`src/rtl/apb_slave_mem.sv`:
```
`default_nettype none
// ============================================================================
// Module      : apb_slave_mem
// Description : APB3/APB4 slave backed by a word-addressed register memory with
//               programmable read/write wait states and PSLVERR on out-of-range
//               words. Define APB_MEM_PSTRB_EN to add per-byte write strobes.
// Revision    : 1.0 - initial release
// ============================================================================
module apb_slave_mem #(
  parameter int ADDR_W  = 8,
  parameter int DATA_W  = 32,
  parameter int DEPTH   = 64,
  parameter int WR_WAIT = 1,
  parameter int RD_WAIT = 0
) (
  input  logic                pclk,
  input  logic                rst_n,
  input  logic                psel,
  input  logic                penable,
  input  logic                pwrite,
  input  logic [ADDR_W-1:0]   paddr,
  input  logic [DATA_W-1:0]   pwdata,
`ifdef APB_MEM_PSTRB_EN
  input  logic [DATA_W/8-1:0] pstrb,
`endif
  output logic [DATA_W-1:0]   prdata,
  output logic                pready,
  output logic                pslverr
);

  localparam int          c_BYTES   = DATA_W / 8;
  localparam int          c_LSB     = $clog2(c_BYTES);
  localparam int          c_WIDX_W  = ADDR_W - c_LSB;
  localparam int          c_MIDX_W  = (DEPTH > 1) ? $clog2(DEPTH) : 1;
  localparam logic [31:0] c_DEPTH   = 32'(DEPTH);
  localparam logic [2:0]  c_WR_WAIT = 3'(WR_WAIT);
  localparam logic [2:0]  c_RD_WAIT = 3'(RD_WAIT);

  localparam logic [0:0]  c_IDLE    = 1'b0;
  localparam logic [0:0]  c_ACCESS  = 1'b1;

  logic [0:0]          r_state;
  logic [2:0]          r_cnt;
  logic [DATA_W-1:0]   r_mem [DEPTH];

  logic [c_WIDX_W-1:0] w_widx;
  logic [c_MIDX_W-1:0] w_midx;
  logic [c_BYTES-1:0]  w_strb;
  logic                w_oor;
  logic                w_access;
  logic                w_ready;
  logic                w_we;

  assign w_widx   = paddr[ADDR_W-1:c_LSB];
  assign w_midx   = w_widx[c_MIDX_W-1:0];
  assign w_oor    = (32'(w_widx) >= c_DEPTH);
  assign w_access = (r_state == c_ACCESS);
  assign w_ready  = (r_cnt == 3'd0);
  // Commit only on the edge that ends the completing access cycle.
  assign w_we     = w_access & psel & penable & w_ready & pwrite & ~w_oor;

`ifdef APB_MEM_PSTRB_EN
  assign w_strb = pstrb;
`else
  assign w_strb = '1;
`endif

  // Byte-offset address bits select nothing; there is no alignment error.
  generate
    if (c_LSB > 0) begin : g_lsb
      logic w_unused_lsb;
      assign w_unused_lsb = ^paddr[c_LSB-1:0];
    end
  endgenerate

  always_ff @(posedge pclk or negedge rst_n) begin
    if (!rst_n) begin
      r_state <= c_IDLE;
      r_cnt   <= 3'd0;
    end else begin
      case (r_state)
        c_IDLE: begin
          if (psel && !penable) begin
            r_state <= c_ACCESS;
            r_cnt   <= pwrite ? c_WR_WAIT : c_RD_WAIT;
          end
        end
        c_ACCESS: begin
          if (!psel) begin
            r_state <= c_IDLE;
            r_cnt   <= 3'd0;
          end else if (!penable) begin
            r_cnt   <= pwrite ? c_WR_WAIT : c_RD_WAIT;
          end else if (!w_ready) begin
            r_cnt   <= r_cnt - 3'd1;
          end else begin
            // Completion: a following setup phase is picked up from IDLE.
            r_state <= c_IDLE;
          end
        end
        default: begin
          r_state <= c_IDLE;
          r_cnt   <= 3'd0;
        end
      endcase
    end
  end

  always_ff @(posedge pclk) begin
    if (w_we) begin
      for (int b = 0; b < c_BYTES; b++) begin
        if (w_strb[b]) begin
          r_mem[w_midx][8*b +: 8] <= pwdata[8*b +: 8];
        end
      end
    end
  end

  assign pready  = w_ready;
  assign pslverr = w_access & w_ready & w_oor;
  assign prdata  = (w_access && w_ready && !pwrite && !w_oor) ? r_mem[w_midx] : '0;

endmodule
`default_nettype wire
```
`config.mk`:
```
export PLATFORM = sky130hd
export DESIGN_NAME = apb_slave_mem
export DESIGN_NICKNAME = d
export VERILOG_FILES = /design/src/rtl/apb_slave_mem.sv
export SDC_FILE = /design/constraint.sdc
export NUM_CORES = 2
export LEC_CHECK = 0
export ABC_AREA = 0
export BUFFER_PORTS_ARGS = -buffer_cell sky130_fd_sc_hd__buf_4
export CORE_MARGIN = 4
export CORE_UTILIZATION = 44
export DETAILED_ROUTE_END_ITERATION = 6
export PLACE_DENSITY = 0.69
export SYNTH_ARGS = -nofsm -noshare
export SYNTH_HDL_FRONTEND = slang
export SYNTH_SLANG_ARGS = --single-unit
```
`constraint.sdc`:
```
create_clock -name pclk -period 4.6 [get_ports pclk]
set_clock_uncertainty 0.15 [all_clocks]
set_input_delay 0.23 -clock pclk [delete_from_list [all_inputs] [get_ports pclk]]
set_output_delay 0.23 -clock pclk [all_outputs]
set_load 0.02 [all_outputs]
```
==> flow_summary.json <==
{
  "syn-num-nets": 4368,
  "vdd_drop_max_mv": 0.444,
  "wl_per_cell_um": 30.1,
  "ys_warn_count": 0,
  "final_common_cell": "edfxtp_1",
  "ant_nets": 0,
  "cp-end-kind": "output pin",
  "status": "finished with violations",
  "drt_wl_total_mm": 211,
  "gp_congestion": 0.822,
  "startpoint": "r_mem[18][3]",
  "die-area_um2": 184000,
  "area_delta_synth_final_pct": 14.2,
  "final_cell_mix": "2048 x edfxtp_1, 315 x a221oi_1, 301 x a22oi_1, 202 x buf_4, 196 x clkbuf_16",
  "synth_top_area_share_pct": 78.9,
  "cp-endpoint": "prdata[3]",
  "yosysUniqueCellTypes": 54,
  "synth_top_family_by_area": "compound AO/OA/AOI/OAI gates",
  "stdcell_count": 7000,
  "rows": 154,
  "post_cts_buffers": 0,
  "rr_endpoint": "r_mem[19][5]",
  "cap_violations": 1,
  "clk_path_buf_depth": 3,
  "hold_ws_ns": 0.193,
  "power_w": 0.0378,
  "drive_gt1_share_pct": 16.1,
  "synth-adder-area-share_pct": 0.0321,
  "grt_max_degree": 124,
  "r2r-start": "r_cnt[0]",
  "route.detailed.drc": 0,
  "yosys-top-cells-area": "edfxtp_1 79%, a221oi_1 3.5%, a22oi_1 2.9%",
  "finalWorstSetupSlack_ns": 0.231,
  "rsz0062_at_grt": "false",
  "fmax_ghz": 0.229,
  "p_leak_nw": 27.4,
  "hold_path_class": "in -> async",
  "clock-sinks": 2052,
  "reg2reg_depth": 8,
  "crit_fanout": 1,
  "nNetsFinal": 4538,
  "clk_latency_ns": 0.79,
  "vias_per_cell": 6.39,
  "ys.flop_type": "edfxtp_1",
  "core_area_um2": 176000,
  "finalMaxSlewViolations": 0,
  "die_w_um": 429,
  "p_per_area_nw_per_um2": 424,
  "vias": 44699,
  "rrSetupSlack_ns": 0.80,
  "ctsHtreeMaxLevel": 4,
  "cp.arrival_ns": 3.99,
  "grt_pass1_wl_mm": 304,
  "port_buffers": 75,
  "dr.pass1.iters": 6,
  "multi_input_area_um2": 15300,
  "place_inst": 6595,
  "ys_seq_area_share_pct": 79.0,
  "hold_violations": 0,
  "failed_checks": "capacitance limit",
  "cts_buffers": 196,
  "root_buffer": "clkbuf_16",
  "max_slew_margin_pct": 2.06,
  "yosysTopAreaCell": "edfxtp_1",
  "synth_compound_area_share_pct": 11.1,
  "synth-simple-area-share_pct": 2.53,
  "syn_inst": 4321,
  "synth_xor_xnor_area_share_pct": 0,
  "syn_area_um2": 77900,
  "worst_pin_slew_ns": 1.46,
  "period_needed_ns": 4.37,
  "grt_pass1_vias": 43249,
  "ios": 79,
  "required_ns": 4.22,
  "critPathKind": "reg -> out",
  "setup_viol": 0,
  "dp_slack_ns": 0.509,
  "initial_core_util_pct": 44.2,
  "antenna_found_initial": 13,
  "syn_avg_cell_area_um2": 18.0,
  "register_area_um2": 61600,
  "fin_setup_tns_ns": 0,
  "cts_tree": "built",
  "cts_resized": 0,
  "drtIter0Drc": 6769,
  "grt_overflow": 0,
  "ys_seq_elements": 2052,
  "synthMuxAreaShare_pct": 5.28,
  "synth_edf_count": 2048,
  "clk_pin_slew_ns": 0.06,
  "fill_cells": 13964,
  "ys_async_sr_fraction_pct": 0.195,
  "die_h_um": 429,
  "worstSetupStartpointType": "flip-flop",
  "grt_usage_pct": 22.3,
  "period_share_pct": 95.0,
  "dp_hpwl_mm": 119
}
## critical path: stages (launching register included)
cell and delay, ns:
edfxtp_1 0.37, a22oi_1 0.18, o22ai_1 0.12, nor4_1 1.19, nand3_1 0.65, o31a_1 0.50, buf_4 0.17
## per-layer routing
metal | vias to the layer above | global-route usage (%) | share of wire (%)
met4 | 6 | 7.71 | 3.5
met2 | 2963 | 34.8 | 47
met5 | - | 0 | 0.014
met1 | 22904 | 31.2 | 38
li1 | 18422 | - | -
met3 | 404 | 4.88 | 11
## synthesized netlist by cell type (7+ instances only)
cell type and count:
mux2i_1 149, buf_4 14, nor2b_1 7, a22o_1 32
a21o_1 14, nor3_1 27, o31a_1 31, o311ai_0 13
or2_2 16, o2bb2ai_1 15, a221oi_1 315, a22oi_1 301
buf_1 30, buf_6 13, nand3_1 31, o21ai_0 149
nor2_1 211, mux2_2 45, a221o_1 14, a31oi_1 29
nor4_1 29, buf_2 103, a21oi_1 83, clkbuf_1 167
o22ai_1 146, mux4_2 94, nand2_1 113, edfxtp_1 2048
o211ai_1 29
## sequential cells by signal, indices dropped and copies added (netlist names)
name	flops
r_mem	2048
r_state	1
r_cnt	3
## what timing repair did
item | 4_1_cts | 5_1_grt
endpoints found under the setup margin | 0 | 0
hold buffers | 38 | 0
endpoints found under the hold margin | 2056 | 0
## power by group
part	switching, W	internal (W)	leakage (nW)	total (W)
sequential	0.00000384	0.0206	18.5	0.0206
combinational	0.00136	0.000565	6.03	0.00193
clock	0.00692	0.00835	2.93	0.0153
total	0.00829	0.0295	27.4	0.0378
## metrics by stage
step           area (µm²)  util (%)
2_1_floorplan       77900         -
3_3_place_gp        82600      46.9
3_5_place_dp        82600      46.9
4_1_cts             89000      50.5
5_1_grt             89000      50.5
6_report            89000      50.5
## cell type report
class                   count  area share, %
multi-input cells        1935           17.2
flip-flops and latches   2052           69.2
diodes                      6         0.0169
repair buffers            299           3.44
clock buffers             248           5.73
clock inverters           113           1.05
well taps                2340           3.29
inverters                   7         0.0351
## kinds of logic (layout without fill, tap and decap cells)
group                      after synthesis  count (layout)
DFF                                   2052            2052
AOI/OAI and AO/OA                     1189            1189
and+or+nand+nor                        455             455
buffers and inverters                  334             667
muxes                                  288             288
adders and majority gates                2               2
other                                    1               7
## worst min path at each step
stage / to / cells after the start
after detailed placement: r_state / 1
after global placement: r_state / 1
after floorplan: r_cnt[0] / 0
final: r_state / 3
after CTS: r_state / 3
after global routing: r_cnt[0] / 3
No activity file was read; power rests on OpenSTA's default activity.
